<file path="src/rtl/latch_write_scheduler_pkg.sv">
// latch_sched_pkg: shared state encoding, parameter defaults and sizing helper
// for the latch write scheduler.
package latch_sched_pkg;

  typedef enum logic [2:0] {
    IDLE   = 3'd0,
    CLEAR  = 3'd1,
    SETUP  = 3'd2,
    ENABLE = 3'd3,
    HOLD   = 3'd4
  } state_e;

  // Plain constants of the enum values so legacy code can keep a logic [2:0] state.
  localparam logic [2:0] ST_IDLE   = IDLE;
  localparam logic [2:0] ST_CLEAR  = CLEAR;
  localparam logic [2:0] ST_SETUP  = SETUP;
  localparam logic [2:0] ST_ENABLE = ENABLE;
  localparam logic [2:0] ST_HOLD   = HOLD;

  localparam int DEF_NREQ      = 4;
  localparam int DEF_DW        = 8;
  localparam int DEF_SETUP_CYC = 1;
  localparam int DEF_EN_CYC    = 2;

  // Phase counter width: enough bits to hold the longer of the two phases.
  function automatic int cnt_width(input int a, input int b);
    int m;
    m = (a > b) ? a : b;
    return $clog2(m) + 1;
  endfunction

endpackage

</file>
<file path="src/rtl/latch_write_scheduler_if.sv">
// Requester-side bus of the latch write scheduler: requests, write data,
// clear request and the grant/completion responses.
interface latch_write_scheduler_if #(
  parameter int NREQ = 4,
  parameter int DW   = 8
);
  logic [NREQ-1:0]    req;
  logic [NREQ*DW-1:0] wdata;
  logic               clr_req;
  logic [NREQ-1:0]    gnt;
  logic [NREQ-1:0]    done;
  logic               clr_done;
  logic               busy;

  modport master (
    output req, wdata, clr_req,
    input  gnt, done, clr_done, busy
  );

  modport slave (
    input  req, wdata, clr_req,
    output gnt, done, clr_done, busy
  );
endinterface

</file>
<file path="src/rtl/latch_write_scheduler_arbiter.sv">
// latch_req_arbiter: combinational one-hot pick from the request vector.
// With LATCH_SCHED_RR_EN defined the search is round-robin starting after the
// last winner and the pointer register lives here; otherwise lowest index wins.
module latch_req_arbiter
  import latch_sched_pkg::*;
#(
  parameter int NREQ = DEF_NREQ
) (
`ifdef LATCH_SCHED_RR_EN
  input  logic                                   clk,
  input  logic                                   rst,
  input  logic                                   take,
`endif
  input  logic [NREQ-1:0]                        req,
  output logic [NREQ-1:0]                        pick,
  output logic [((NREQ > 1) ? $clog2(NREQ) : 1)-1:0] pick_idx
);

  localparam int IW = (NREQ > 1) ? $clog2(NREQ) : 1;

  logic found;

`ifdef LATCH_SCHED_RR_EN
  logic [IW-1:0] ptr;
  int unsigned   j;

  // Rotating search: first requester at or after the pointer, wrapping at NREQ.
  always_comb begin
    pick     = '0;
    pick_idx = '0;
    found    = 1'b0;
    j        = 0;
    for (int unsigned k = 0; k < NREQ; k++) begin
      j = int'(ptr) + k;
      if (j >= NREQ) j = j - NREQ;
      if (!found && req[j]) begin
        found    = 1'b1;
        pick[j]  = 1'b1;
        pick_idx = IW'(j);
      end
    end
  end

  // Pointer moves to the slot after the winner on every grant.
  always_ff @(posedge clk or negedge rst) begin
    if (!rst) begin
      ptr <= '0;
    end else if (take) begin
      ptr <= (pick_idx == IW'(NREQ - 1)) ? '0 : pick_idx + IW'(1);
    end
  end
`else
  // Fixed priority: lowest set request bit wins.
  always_comb begin
    pick     = '0;
    pick_idx = '0;
    found    = 1'b0;
    for (int unsigned k = 0; k < NREQ; k++) begin
      if (!found && req[k]) begin
        found    = 1'b1;
        pick[k]  = 1'b1;
        pick_idx = IW'(k);
      end
    end
  end
`endif

endmodule

</file>
<file path="src/rtl/latch_write_scheduler.sv">
// latch_write_scheduler: arbitrates NREQ requesters onto a shared level-sensitive
// latch and sequences its d/en/clear pins with setup, enable-width and hold
// phases. Every output is a flop. Define LATCH_SCHED_RR_EN for round-robin
// arbitration; the default build uses fixed lowest-index priority.
module latch_write_scheduler
  import latch_sched_pkg::*;
#(
  parameter int NREQ      = DEF_NREQ,
  parameter int DW        = DEF_DW,
  parameter int SETUP_CYC = DEF_SETUP_CYC,
  parameter int EN_CYC    = DEF_EN_CYC
) (
  input  logic                    clk,
  input  logic                    rst,
  latch_write_scheduler_if.slave  bus,
  output logic [DW-1:0]           lat_d,
  output logic                    lat_en,
  output logic                    lat_rst
);

  localparam int IW = (NREQ > 1) ? $clog2(NREQ) : 1;
  localparam int CW = cnt_width(SETUP_CYC, EN_CYC);

  logic [2:0]      state;
  logic [2:0]      next_state;
  logic [CW-1:0]   cnt;
  logic [CW-1:0]   cnt_load;
  logic [NREQ-1:0] pick;
  logic [IW-1:0]   pick_idx;
  logic [IW-1:0]   win_idx;
  logic [NREQ-1:0] done_nxt;
  logic            grant;

  assign grant = (state == ST_IDLE) && !bus.clr_req && (|bus.req);

  latch_req_arbiter #(
    .NREQ(NREQ)
  ) u_arb (
`ifdef LATCH_SCHED_RR_EN
    .clk      (clk),
    .rst      (rst),
    .take     (grant),
`endif
    .req      (bus.req),
    .pick     (pick),
    .pick_idx (pick_idx)
  );

  // Next state: clear beats write in IDLE; timed phases leave when the counter reaches 1.
  always_comb begin
    next_state = state;
    case (state)
      ST_IDLE: begin
        if (bus.clr_req)   next_state = ST_CLEAR;
        else if (|bus.req) next_state = ST_SETUP;
      end
      ST_CLEAR:  next_state = ST_IDLE;
      ST_SETUP:  if (cnt == CW'(1)) next_state = ST_ENABLE;
      ST_ENABLE: if (cnt == CW'(1)) next_state = ST_HOLD;
      ST_HOLD:   next_state = ST_IDLE;
      default:   next_state = ST_IDLE;
    endcase
  end

  // Phase length loaded on entry to each state; single-cycle states load 1.
  always_comb begin
    cnt_load = CW'(1);
    if (next_state == ST_SETUP)  cnt_load = CW'(SETUP_CYC);
    if (next_state == ST_ENABLE) cnt_load = CW'(EN_CYC);
  end

  // Completion pulse goes to the stored winner as the FSM enters HOLD.
  always_comb begin
    done_nxt = '0;
    if (next_state == ST_HOLD) done_nxt[win_idx] = 1'b1;
  end

  // State register and phase counter; the counter saturates at 1 and never wraps.
  always_ff @(posedge clk or negedge rst) begin
    if (!rst) begin
      state <= ST_IDLE;
      cnt   <= CW'(1);
    end else begin
      state <= next_state;
      if (next_state != state)  cnt <= cnt_load;
      else if (cnt > CW'(1))    cnt <= cnt - CW'(1);
    end
  end

  // Grant capture: winner, its data and one-hot grant; grant released leaving HOLD.
  always_ff @(posedge clk or negedge rst) begin
    if (!rst) begin
      bus.gnt <= '0;
      lat_d   <= '0;
      win_idx <= '0;
    end else if (grant) begin
      bus.gnt <= pick;
      lat_d   <= bus.wdata[int'(pick_idx)*DW +: DW];
      win_idx <= pick_idx;
    end else if (state == ST_HOLD) begin
      bus.gnt <= '0;
    end
  end

  // Latch pins and status flops decoded from the next state so they align with it.
  always_ff @(posedge clk or negedge rst) begin
    if (!rst) begin
      lat_en       <= 1'b0;
      lat_rst      <= 1'b0;
      bus.done     <= '0;
      bus.clr_done <= 1'b0;
      bus.busy     <= 1'b0;
    end else begin
      lat_en       <= (next_state == ST_ENABLE);
      lat_rst      <= (next_state != ST_CLEAR);
      bus.done     <= done_nxt;
      bus.clr_done <= (next_state == ST_CLEAR);
      bus.busy     <= (next_state != ST_IDLE);
    end
  end

endmodule

</file>
<file path="src/flat_wrapper.sv">
// flat-port wrapper written by rule: the top's interface ports become plain ports
module latch_write_scheduler_flat import latch_sched_pkg::*;
#(
  parameter int NREQ      = DEF_NREQ,
  parameter int DW        = DEF_DW,
  parameter int SETUP_CYC = DEF_SETUP_CYC,
  parameter int EN_CYC    = DEF_EN_CYC
)
  (clk, rst, lat_d, lat_en, lat_rst, bus_req, bus_wdata, bus_clr_req, bus_gnt, bus_done, bus_clr_done, bus_busy);
  latch_write_scheduler_if #(.NREQ(NREQ), .DW(DW)) bus_i ();
  input  logic clk;
  input  logic rst;
  output logic [DW-1:0] lat_d;
  output logic lat_en;
  output logic lat_rst;
  input wire logic [$bits(bus_i.req)-1:0] bus_req;
  input wire logic [$bits(bus_i.wdata)-1:0] bus_wdata;
  input wire logic [$bits(bus_i.clr_req)-1:0] bus_clr_req;
  output wire logic [$bits(bus_i.gnt)-1:0] bus_gnt;
  output wire logic [$bits(bus_i.done)-1:0] bus_done;
  output wire logic [$bits(bus_i.clr_done)-1:0] bus_clr_done;
  output wire logic [$bits(bus_i.busy)-1:0] bus_busy;
  assign bus_i.req = bus_req;
  assign bus_i.wdata = bus_wdata;
  assign bus_i.clr_req = bus_clr_req;
  assign bus_gnt = bus_i.gnt;
  assign bus_done = bus_i.done;
  assign bus_clr_done = bus_i.clr_done;
  assign bus_busy = bus_i.busy;
  latch_write_scheduler #(.NREQ(NREQ), .DW(DW), .SETUP_CYC(SETUP_CYC), .EN_CYC(EN_CYC)) u_core (.clk(clk), .rst(rst), .bus(bus_i), .lat_d(lat_d), .lat_en(lat_en), .lat_rst(lat_rst));
endmodule
</file>
<file path="config.mk">
export PLATFORM = sky130hd
export DESIGN_NAME = latch_write_scheduler_flat
export DESIGN_NICKNAME = d
export VERILOG_FILES = /design/src/rtl/latch_write_scheduler_pkg.sv /design/src/rtl/latch_write_scheduler_if.sv /design/src/rtl/latch_write_scheduler_arbiter.sv /design/src/rtl/latch_write_scheduler.sv /design/src/flat_wrapper.sv
export SDC_FILE = /design/constraint.sdc
export NUM_CORES = 1
export LEC_CHECK = 0
export ABC_AREA = 1
export BUFFER_PORTS_ARGS = -buffer_cell sky130_fd_sc_hd__buf_2
export CORE_MARGIN = 4
export CORE_UTILIZATION = 51
export DETAILED_ROUTE_END_ITERATION = 8
export PLACE_DENSITY = 0.82
export SLEW_MARGIN = 20
export SYNTH_ARGS = -nofsm -noshare
export SYNTH_HDL_FRONTEND = slang
export SYNTH_HIERARCHICAL = 1
export SYNTH_SLANG_ARGS = --single-unit
</file>
<file path="constraint.sdc">
create_clock -name clk -period 3.25 [get_ports clk]
set_input_delay 0.4875 -clock clk [delete_from_list [all_inputs] [get_ports clk]]
set_output_delay 0.4875 -clock clk [all_outputs]
set_load 0.02 [all_outputs]
</file>
# Word-level counts from Yosys, hierarchy flattened

Index checks and enable logic that the tools add are counted.

Flip-flop bits (word level): 27
Output and inout bits: 20

$lt $le $gt $ge: 3
Add/sub/neg operators: 1
Equality and inequality tests: 9
Muxes and demuxes: 22
Reductions and logical operators: 15
Shifts and indexed selects: 1

Operators with widths:

| cell                                                                             | number |
|---|---|
| 32-bit by 6-bit variable part select with 8-bit output                           | 1 |
| 3-bit two-way mux                                                                | 4 |
| 4-bit two-way mux                                                                | 3 |
| 2-bit two-way mux                                                                | 5 |
| 3-bit by 2-bit equality test with 1-bit output (second input constant)           | 3 |
| 3-bit one-hot mux with 3 select lines                                            | 1 |
| 1-bit two-way mux                                                                | 8 |
| 3-bit equality test (second input constant)                                      | 2 |
| 1-bit logical AND                                                                | 6 |
| 1-bit logical NOT                                                                | 4 |
| 2-bit nonzero test                                                               | 2 |
| 4-bit OR reduction                                                               | 1 |
| 3-bit by 1-bit equality test with 1-bit output (second input constant)           | 1 |
| 3-bit logical NOT                                                                | 1 |
| 2-bit by 3-bit less-than comparator with 1-bit output (second input constant)    | 1 |
| 3-bit by 1-bit inequality test with 1-bit output (second input constant)         | 1 |
| 3-bit inequality test                                                            | 1 |
| 3-bit nonzero test                                                               | 1 |
| 1-bit demux with 2-bit select                                                    | 1 |
| 2-bit by 1-bit equality test with 1-bit output (second input constant)           | 1 |
| 2-bit by 1-bit >= comparator with 1-bit output (second input constant)           | 1 |
| 2-bit by 1-bit greater-than comparator with 1-bit output (second input constant) | 1 |
| 2-bit by 1-bit subtractor with 2-bit output (second input constant)              | 1 |

# Logic depth before layout (Yosys ltp)

Gate-level depths: netlist (run 1).

Word-level depth: 11
Depth in mapped cells: 11
Gate-level depth less buffers: 11

# Modules after synthesis

Netlist (run 1), hierarchy kept.

By module, submodules not included:

| module                | sequential area each (um^2) | cells an instance | area an instance (um^2) | instances |
|---|---|---|---|---|
| latch_write_scheduler | 676.9                       | 178               | 1398.8                  | 1 |
| latch_req_arbiter     | 0.0                         | 13                | 58.8                    | 1 |

# Worst setup path before layout (run 1)

Ideal clock, no wire load.

Path kind: input to register
From: in bus_req[1]
To: reg u_core.lat_d[2]
Stages: 8
Path slack: 1.682 ns
Path buffers: 2
Required time: 3.118 ns
Data arrival time: 1.436 ns
Path through: nor2_1 > nand2_1 > nand2_1 > buf_2 > inv_1 > buf_2 > o21ai_0 > a31oi_2

Cells in the longest elaborated chain, start to end: 9
Elaborated cells on any way between the ends: 13
Those cells by class: 1 x shift; 5 x mux; 7 x reduce/logical

RTL lines:

| item                                                       | line                                | RTL |
|---|---|---|
| from (decl)                                                | flat_wrapper.sv:16                  | `input wire logic [$bits(bus_i.req)-1:0] bus_req;` |
| 1-bit logical AND (*)                                      | latch_write_scheduler_arbiter.sv:59 | `if (!found && req[k]) begin` |
| 1-bit two-way mux                                          | latch_write_scheduler_arbiter.sv:59 |  |
| 1-bit logical NOT                                          | latch_write_scheduler_arbiter.sv:59 |  |
| 1-bit logical AND                                          | latch_write_scheduler_arbiter.sv:59 |  |
| 1-bit two-way mux                                          | latch_write_scheduler_arbiter.sv:59 |  |
| 1-bit logical NOT                                          | latch_write_scheduler_arbiter.sv:59 |  |
| 1-bit logical AND                                          | latch_write_scheduler_arbiter.sv:59 |  |
| 2-bit two-way mux (*)                                      | latch_write_scheduler_arbiter.sv:59 |  |
| net u_core.pick_idx[0]                                     | latch_write_scheduler.sv:29         | `logic [IW-1:0] pick_idx;` |
| 32-bit by 6-bit variable part select with 8-bit output (*) | latch_write_scheduler.sv:98         | `lat_d <= bus.wdata[int'(pick_idx)*DW +: DW];` |
| to (signal assigned)                                       | latch_write_scheduler.sv:98         |  |
| to (decl)                                                  | latch_write_scheduler.sv:16         | `output logic [DW-1:0] lat_d,` |

Mark *: on every way through the listed nets, which the timed path passes. The rest lies on a longest branch.
A chain may end at the register's enable or synchronous reset.

# Worst setup path in the final report (run 1)

From: reg u_core.state[0]
To: reg u_core.lat_d[4]

Cells in the longest elaborated chain, start to end: 3

RTL lines:

| item                            | line                        | RTL |
|---|---|---|
| from (decl)                     | latch_write_scheduler.sv:24 | `logic [2:0] state;` |
| from (signal assigned)          | latch_write_scheduler.sv:84 | `state <= next_state;` |
| 3-bit logical NOT               | latch_write_scheduler.sv:34 | `assign grant = (state == ST_IDLE) && !bus.clr_req && (\|bus.req);` |
| 1-bit logical AND (2 in series) | latch_write_scheduler.sv:34 |  |

No other way between the ends.

==> run metrics, run 1 <==
share of layout cells above drive strength 1 0.312; post-route ant nets 0; Sw Share 0.456; final critical-path share of the clock period 0.526; placed instance area 0.00175 mm^2; cts hold-fix bufs 0; post-synthesis mux area share 0; num rows 19; Gate power share 0.504; max_slew headroom 0.614; Clk pin slew, worst setup/hold paths 0.15 ns; synth warn 6; Clock power frac 0.103; Psw 0.635 mW; post-synth cell types 26; GRT Util Overall 0.189; vias in the first global route 1284; syn nets 231; Filler Cells Inserted approximately 260; GP Congestion 0.800; Peak VDD IR a little over 600 uV; XOR/XNOR Fraction of Synth Area 0; I/O Buffers 58; 1st-iter DRT viols 52; Worst Setup Slack, final 1.54 ns; nets 288; critical path launch point type flop; WP data arrival approximately 1.9 ns; Die Area around 0.0038 mm^2; DRC viols 0; DP HPWL ~2600 um; CTS Sinks 27; Synth top area share 0.446; Initial DRT Pass Iterations 4; post-cts gate resize count 0; final non-filler cell area 0.00178 mm^2; clk buf depth 2; Least-Margin Pin Slew 0.579 ns; routed length per placed instance 11.8 um; Die Width 61.5 um; flops & latches, synth 27; clk_skew 0.0153 ns; pre-CTS setup slack between 1 and 1.5 ns; final hold viol count 0; Fin Hold WS 0.133 ns; syn avg cell area ~7.6 um^2; largest family of logic cells by synthesized area simple AND/OR/NAND/NOR gates; Seq pwr share 0.392; num ports 59; Internal Power between 0.7 and 0.8 mW; initial antenna violation count 0; via density per instance around 5; Post-Synth Adder-Cell Area 0.00858; simple-gate share of the synthesized area 0.312; n_diodes 0; Post-Synthesis Cells around 190; top post-synthesis cells by area dfrtp_1, nand2_1, nor2_1; CTS buffer count 3; die height 61.5 um; crit-path most repeated cell nand2_1; Max-cap violations 0; Setup TNS 0 ns; Clock Tree Root clkbuf_4; Synth area leader dfrtp_1; status complete, no violations; WL final approximately 3300 um; crit path max fanout 22; final slew viol count 0; Hold Path Class in2async; post-layout min period approximately 1.7 ns; CP cell instances nor2_1 > nand3_2 > nor2_4 > inv_2 > nand2_1 > nand2_1; gr ovfl total 0; first-pass GRT wire length between 5000 and 6000 um; Seq/Total Area, Yosys 0.464; RSZ-0062 raised after global routing false; post-synthesis cell area 0.00146 mm^2; Slowest Stage Delay on Critical Path ~0.46 ns; critical path required time approximately 3.5 ns; largest net degree at the start of global routing 28; H-tree lvl count 1; Clk Latency, worst-skew pair between 0.3 and 0.4 ns; area growth from synthesis to layout 21.8%; via count 1393; CP Class reg2reg; crit path max-delay cell type dfrtp_1; Worst setup EP type flop; CTS tree built; post-CTS setup buffers 0; Leakage 1.03 nW; Max Freq 586 MHz; Synth Area in Compound Gates 0.114; # setup viols final 0; initial core utilization 0.533; Core Box Area 0.00273 mm^2; Pwr per Cell Area 785 mW/mm^2
==> cell usage after synthesis, drive strengths merged <==
library cell and count:
a31oi 3, and2 1, buf 7, dfrtp 26
dfstp 1, ha 1, inv 27, nand2 44
nand3 11, nand4 5, nor2 34, nor3 5
o211ai 1, o21ai 19, o22ai 5, o31ai 1
==> power groups by stage <==
| stage | clock network, mW | logic, mW | registers [mW] |
|---|---|---|---|
| global route | 0.158 | 0.798 | 0.567 |
| finish | 0.144 | 0.703 | 0.547 |
| detailed placement | 0 | 0.709 | 0.554 |
| CTS | 0.145 | 0.710 | 0.547 |
| floorplan | 0 | 0.413 | 0.654 |
| global placement | 0 | 0.689 | 0.550 |
==> layer usage <==
metal / vias up / global-route usage / routed length, um
met4: 0 / 0.0455 / 16
li1: 720 / - / -
met1: 633 / 0.222 / 1330
met5: - / 0 / 0
met3: 2 / 0.0294 / 194
met2: 38 / 0.356 / 1740
==> path summary, 6_finish.rpt <==
path                                            endpoint  cells past startpoint                          start  slack (ns)
min in group clk           u_core/bus.gnt[0]$_DFFE_PN0P_                      3                     bus_req[0]        0.41
hold / removal              u_core/bus.done[0]$_DFF_PN0_                      1                            rst        0.13
hold reg to reg             u_core/bus.done[0]$_DFF_PN0_                      1  u_core/win_idx[1]$_DFFE_PN0P_        0.45
max in group asynchronous    u_core/lat_d[3]$_DFFE_PN0P_                      1                            rst        2.72
setup reg to reg             u_core/lat_d[4]$_DFFE_PN0P_                      6      u_core/state[0]$_DFF_PN0_        1.54
setup / recovery             u_core/lat_d[4]$_DFFE_PN0P_                      6      u_core/state[0]$_DFF_PN0_        1.54
==> cells by family after synthesis <==
| group | Yosys count |
|---|---|
| compound gates | 29 |
| fa+ha+maj | 1 |
| buf+inv | 34 |
| flops | 27 |
| simple gates | 100 |
==> critical path: cells and delay by family (launching register included) <==
kind                   cells  cell delay, ns
and+or+nand+nor            5            0.94
DFF                        1            0.46
buffers and inverters      1            0.19
==> layout make-up <==
class                      instances  area [um^2]  area share
clock inverter                     1         5.00     0.00282
timing repair buffer              59          298       0.168
multi-input combinational        130          633       0.357
inverter                          27          101      0.0571
sequential                        27          677       0.381
clock buffer                       3         22.5      0.0127
tap                               31         38.8      0.0218
==> state kept, by name, summed over array words and instances (netlist names) <==
signal / flops
u_core/lat_rst: 1
u_core/bus.gnt: 4
u_core/lat_en: 1
u_core/bus.clr_done: 1
u_core/bus.done: 4
u_core/bus.busy: 1
u_core/cnt: 2
u_core/win_idx: 2
u_core/lat_d: 8
u_core/state: 3
==> cells in the final DEF, fill, tap and decap left out, types with 3 or more instances in the layout <==
| cell | n |
|---|---|
| nand4_1 | 4 |
| dfrtp_1 | 26 |
| nor2_1 | 30 |
| o21ai_0 | 18 |
| inv_1 | 25 |
| nand2_2 | 3 |
| clkbuf_4 | 3 |
| nand2_1 | 41 |
| o22ai_1 | 5 |
| buf_2 | 58 |
| nor3_1 | 5 |
| nand3_1 | 9 |
==> per-stage QoR <==
| step | instances | total power, mW | util |
|---|---|---|---|
| 2_1_floorplan | 191 | 1.07 | - |
| 3_3_place_gp | 274 | 1.24 | 0.639 |
| 3_5_place_dp | 274 | 1.26 | 0.639 |
| 4_1_cts | 278 | 1.40 | 0.649 |
| 5_1_grt | 278 | 1.52 | 0.649 |
| 6_report | 278 | 1.39 | 0.649 |
(Power assumes the default switching activity.)
==> run 2, diff against run 1 <==
- ABC_AREA: 1 -> 0
- CORE_UTILIZATION: 51 -> 47
- PLACE_DENSITY: 0.82 -> 0.77
- clock period: 3.25 -> 1.6 ns (I/O delays scaled with it)
==> run metrics, run 2 <==
status complete, no violations; initial antenna violation count 0 (unchanged); Fin Hold WS 0.173 ns (+0.0399 ns); Clock Tree Root clkbuf_4; WL final 2840 um (-14%); Least-Margin Pin Slew 0.560 ns (-0.0191 ns); synth warn 6 (unchanged); H-tree lvl count 1 (unchanged); Psw 1.08 mW (+69%); Setup crit end u_core/lat_d[7]$_DFFE_PN0P_; max_slew headroom 0.627 (+0.0127); I/O Buffers 58 (unchanged); WP data arrival 1.71 ns (-0.22 ns); end of the worst register-to-register path u_core/lat_d[7]$_DFFE_PN0P_; Max Freq 671 MHz (+15%); share of layout cells above drive strength 1 0.585 (+0.273); routed length per placed instance 13.7 um (+16%); clk buf depth 2 (unchanged); Clk Latency, worst-skew pair 0.32 ns (about the same); Top reg by flops u_core/lat_d; GP Congestion 0.744 (-7.0%); most frequent cells in the layout buf_2, dfrtp_1, buf_4; RSZ-0062 raised after global routing false; via density per instance 5.16 (+3.0%); Initial DRT Pass Iterations 3 (-1); Seq pwr share 0.398 (+0.006); most common cell in the netlist dfrtp_1; post-CTS setup buffers 0 (unchanged); Peak VDD IR 853 uV (+40%); Worst setup EP type flop; Max-cap violations 0 (unchanged); nets 217 (-25%); Clock power frac 0.104 (about the same); Setup TNS 0 ns (unchanged); placed instance area 0.00178 mm^2 (+1.9%); Synth area leader dfrtp_1; critical path launch point type flop; Leakage 0.952 nW (-7.4%); final slew viol count 0 (unchanged); final non-filler cell area 0.00182 mm^2 (+2.7%); # setup viols final 0 (unchanged); number of flip-flops in the largest register 8 (unchanged); reg2reg path depth 4 (-2); total power 2.78 mW (+99%); post-synthesis cell area 0.00138 mm^2 (-5.5%); CTS Sinks 27 (unchanged); Internal Power 1.70 mW (+120%); post-synth cell types 36 (+38%); worst r2r src u_core/state[2]$_DFF_PN0_; number of flops mapped to enable cells by yosys 0 (unchanged); Synth top area share 0.472 (+0.0259); syn avg cell area 13.1 um^2 (+72%); flops & latches, synth 27 (unchanged); via count 1068 (-23%); top post-synthesis cells by area dfrtp_1, mux4_2, mux2_4; final hold viol count 0 (unchanged); Post-synth ARST share 1.00 (unchanged); Seq/Total Area, Yosys 0.491 (+0.0270); num ports 59 (unchanged); largest net degree at the start of global routing 28 (unchanged); Largest regs u_core/lat_d x8, u_core/bus.done x4, u_core/bus.gnt x4; vias in the first global route 1187 (-7.6%); Pwr per Cell Area 1520 mW/mm^2 (+94%); syn nets 145 (-37%); post-route ant nets 0 (unchanged); die height 62.1 um (+1.1%); CTS tree built; Gate power share 0.498 (-0.006); area growth from synthesis to layout 32.4%; Post-Synthesis Cells 105 (-45%); DRC viols 0 (unchanged); Sw Share 0.387 (-0.0684); r2r setup slk 0.11 ns (-1.43 ns); Hold Path Class in2reg; GRT Util Overall 0.159 (-0.0296); critical path required time 1.82 ns (-1.65 ns); final critical-path share of the clock period 0.932 (+0.406); Core Box Area 0.00278 mm^2 (+1.7%); num rows 19 (unchanged); n_diodes 0 (unchanged); gr ovfl total 0 (unchanged); CP startpoint u_core/state[2]$_DFF_PN0_; Die Width 62.1 um (+1.1%); DP HPWL 2390 um (-7.9%); crit path max fanout 6 (-73%); Commonest cells post-synth dfrtp_1, inv_1, mux4_2, nand2_1; top_reg_cell synth dfrtp_1; clk_skew 0.00680 ns (-0.00853 ns); CP Class reg2reg; most common cell after layout, fill and taps aside buf_2; CTS buffer count 3 (unchanged); 1st-iter DRT viols 31 (-40%); post-layout util 0.656 (+0.00644); post-layout min period 1.49 ns (-0.217 ns); Clk pin slew, worst setup/hold paths 0.14 ns (about the same); Die Area 0.00386 mm^2 (+2.2%); first-pass GRT wire length 5050 um (-5.3%); initial core utilization 0.495 (-0.0379)
## run 2: cell count changes in the layout (fill, tap and decap cells not counted), sizes merged, moves of 8 or more
cell   delta
nand2    -37
mux4      +8
mux2     +10
nor2     -29
inv      -17
nand3    -10
buf      +13
o21ai    -15
## run 2: metrics by stage
step | setup slack, ns | instances
global placement | -0.0971 | 202
finish | 0.109 | 207
floorplan | 0.00151 | 105
global route | 0.0275 | 207
detailed placement | -0.140 | 202
CTS | 0.0972 | 207
## run 2: worst min-delay path by stage
stage | cells after the start | endpoint | startpoint
after floorplan | 0 | u_core/bus.busy$_DFF_PN0_ | rst
after global placement | 1 | u_core/cnt[1]$_DFFE_PN0P_ | rst
after detailed placement | 1 | u_core/lat_en$_DFF_PN0_ | rst
after CTS | 2 | u_core/lat_rst$_DFF_PN0_ | bus_clr_req
after global routing | 2 | u_core/lat_rst$_DFF_PN0_ | bus_clr_req
final | 2 | u_core/lat_rst$_DFF_PN0_ | bus_clr_req
## run 2: cells by family (layout without fill, tap and decap cells)
| family | after synthesis | after routing | share of synthesized area |
|---|---|---|---|
| buf+inv | 16 | 87 | 0.0581 |
| flops | 27 | 27 | 0.491 |
| simple gates | 27 | 27 | 0.119 |
| mux | 22 | 22 | 0.255 |
| xor+xnor | 2 | 2 | 0.0127 |
| compound gates | 10 | 10 | 0.0545 |
| fa+ha+maj | 1 | 1 | 0.00908 |
## run 2: critical path: stages, from the launching register on
cell,delay (ns)
dfrtp_1,0.42
nor4_2,0.39
o21ai_4,0.10
buf_4,0.18
mux2_4,0.30
## run 2: routing by layer
metal  GRT usage  vias to the layer above  part of all wire
li1            -                      508                 -
met5           0                        -                 0
met2       0.294                       37              0.53
met4      0.0813                        0             0.017
met3      0.0324                        4             0.081
met1       0.166                      519              0.37
## run 2: layout make-up
| type | count | area, um^2 |
|---|---|---|
| clock buffers | 3 | 22.5 |
| clock inverters | 1 | 5.00 |
| fillers | 219 | 957 |
| inverters | 10 | 37.5 |
| multi-input cells | 62 | 626 |
| flip-flops and latches | 27 | 677 |
| well taps | 31 | 38.8 |
| repair buffers | 73 | 418 |
## run 2: power groups by stage
stage / registers, mW / clock network [mW] / logic [mW]
6_report: 1.11 / 0.289 / 1.38
5_1_grt: 1.14 / 0.330 / 1.51
4_1_cts: 1.11 / 0.304 / 1.40
3_5_place_dp: 1.12 / 0 / 1.39
3_3_place_gp: 1.11 / 0 / 1.34
2_1_floorplan: 1.35 / 0 / 0.710
## run 2: repair_timing
| item | CTS | global route |
|---|---|---|
| hold endpoints to repair | 26 | 0 |
| hold buffers | 1 | 0 |
| gates resized for setup | 0 | 1 |
| setup endpoints to repair | 0 | 1 |
==> run 3, diff against run 2 <==
- CORE_ASPECT_RATIO: not set -> 1.2
- SETUP_SLACK_MARGIN: not set -> 0.5
==> run metrics, run 3 (same netlist as run 2, synthesis figures left out) <==
status complete, no violations; num ports 59 (unchanged); Max-cap violations 0 (unchanged); clk buf depth 2 (unchanged); WP data arrival 1.64 ns (-0.07 ns); Hold Path Class in2reg; vias in the first global route 1152 (-2.9%); CTS tree built; GP Congestion 0.717 (-3.7%); Top reg by flops u_core/lat_d; final critical-path share of the clock period 0.887 (-0.0451); post-route ant nets 0 (unchanged); Die Area 0.00386 mm^2 (about the same); Largest regs u_core/lat_d x8, u_core/bus.done x4, u_core/bus.gnt x4; n_diodes 0 (unchanged); worst r2r src u_core/state[2]$_DFF_PN0_; gr ovfl total 0 (unchanged); total power 3.47 mW (+25%); crit path max fanout 11 (+5); I/O Buffers 58 (unchanged); # setup viols final 0 (unchanged); share of layout cells above drive strength 1 0.661 (+0.0760); RSZ-0062 raised after global routing true; Slowest Stage Delay on Critical Path 0.44 ns (+0.02 ns); via density per instance 4.99 (-3.3%); WP depth 4 (unchanged); Worst setup EP type flop; final slew viol count 0 (unchanged); 1st-iter DRT viols 23 (-26%); Clk pin slew, worst setup/hold paths 0.14 ns (about the same); GRT Util Overall 0.184 (+0.0254); Least-Margin Pin Slew 0.582 ns (+0.0218 ns); max_slew headroom 0.612 (-0.0145); most frequent cells in the layout buf_2, dfrtp_1, buf_6; crit path max-delay cell type dfrtp_1; CTS buffer count 3 (unchanged); CP startpoint u_core/state[2]$_DFF_PN0_; DRC viols 0 (unchanged); Max Freq 705 MHz (+5.1%); Leakage 1.04 nW (+9.7%); Buf/Inv on CP 1 (unchanged); via count 1083 (+1.4%); WL final 3260 um (+15%); first-pass GRT wire length 5330 um (+5.5%); critical path required time 1.82 ns (about the same); routed length per placed instance 15.0 um (+9.7%); kind of cell adding the most delay to the critical path flip-flops; Clock Tree Root clkbuf_4; CP cell instances nor4_4 > o21ai_4 > buf_12 > mux2_4; post-layout min period 1.42 ns (-0.0722 ns); Setup TNS 0 ns (unchanged); CTS Sinks 27 (unchanged); initial antenna violation count 0 (unchanged); Clk Latency, worst-skew pair 0.32 ns (about the same); Peak VDD IR 1070 uV (+26%); worst hold stages 2 (unchanged); H-tree lvl count 1 (unchanged); clk_skew 0.00611 ns (-0.000692 ns); Pwr per Cell Area 1640 mW/mm^2 (+7.4%); Core Box Area 0.00281 mm^2 (+1.1%); Die Width 57.4 um (-7.6%); nets 224 (+3.2%); Initial DRT Pass Iterations 2 (-1); largest net degree at the start of global routing 28 (unchanged); final hold viol count 0 (unchanged); critical path launch point type flop; DP HPWL 2500 um (+4.3%); CP Class reg2reg; reg2reg path depth 4 (unchanged); initial core utilization 0.490 (-0.00529); area growth from synthesis to layout 54.1%; die height 67.3 um (+8.3%); most common cell after layout, fill and taps aside buf_2; number of flip-flops in the largest register 8 (unchanged); num rows 21 (+2); hold path start bus_clr_req
[run 3: changes by cell type in the layout (fill, tap and decap cells not counted), moves of 2 or more]
cell    delta
buf_2     -20
buf_6     +24
nor2_2     +2
nor2_1     -2
buf_4      +2
[run 3: path summary, 6_finish.rpt]
| kind | endpoint | slack (ns) |
|---|---|---|
| setup reg to reg | u_core/lat_d[2]$_DFFE_PN0P_ | 0.18 |
| setup / recovery | u_core/lat_d[2]$_DFFE_PN0P_ | 0.18 |
| min in group asynchronous | u_core/bus.busy$_DFF_PN0_ | 0.43 |
| max in group asynchronous | u_core/win_idx[1]$_DFFE_PN0P_ | 0.78 |
| hold reg to reg | u_core/bus.done[2]$_DFF_PN0_ | 0.52 |
| hold / removal | u_core/lat_rst$_DFF_PN0_ | 0.21 |
[run 3: power breakdown]
group | leakage (nW) | internal [mW] | switching (mW)
Sequential | 0.337 | 0.959 | 0.217
Combinational | 0.693 | 1.14 | 0.867
Clock | 0.0139 | 0.0954 | 0.201
[run 3: what timing repair did]
action,4_1_cts,5_1_grt
buffers inserted,4,5
hold buffers,1,0
pin swaps,6,5
gates resized for setup,50,11
endpoints found under the setup margin,41,44
endpoints found under the hold margin,26,0
[run 3: metal layers]
layer,vias up,wire [um],GRT usage
met5,-,0,0
met1,515,1210,0.218
met3,4,161,0.0306
met2,35,1830,0.332
met4,0,60,0.0754
li1,529,-,-
[run 3: cell type report]
| cell class | count | area, um^2 |
|---|---|---|
| multi-input combinational | 62 | 713 |
| fill | 191 | 688 |
| sequential | 27 | 677 |
| timing repair buffer | 80 | 623 |
| tap | 34 | 42.5 |
| inverter | 10 | 37.5 |
| clock buffer | 3 | 22.5 |
| clock inverter | 1 | 7.51 |
[run 3: through the flow]
| stage | hold WS, ns | setup WS [ns] | std cells | area [um^2] | utilization |
|---|---|---|---|---|---|
| floorplan | -0.0556 | 0.00151 | 105 | 1400 | - |
| global placement | 0.265 | -0.106 | 203 | 1800 | 0.639 |
| detailed placement | 0.272 | -0.147 | 203 | 1800 | 0.639 |
| CTS | 0.185 | 0.171 | 212 | 2040 | 0.727 |
| global route | 0.225 | 0.137 | 217 | 2120 | 0.755 |
| finish | 0.211 | 0.182 | 217 | 2120 | 0.755 |
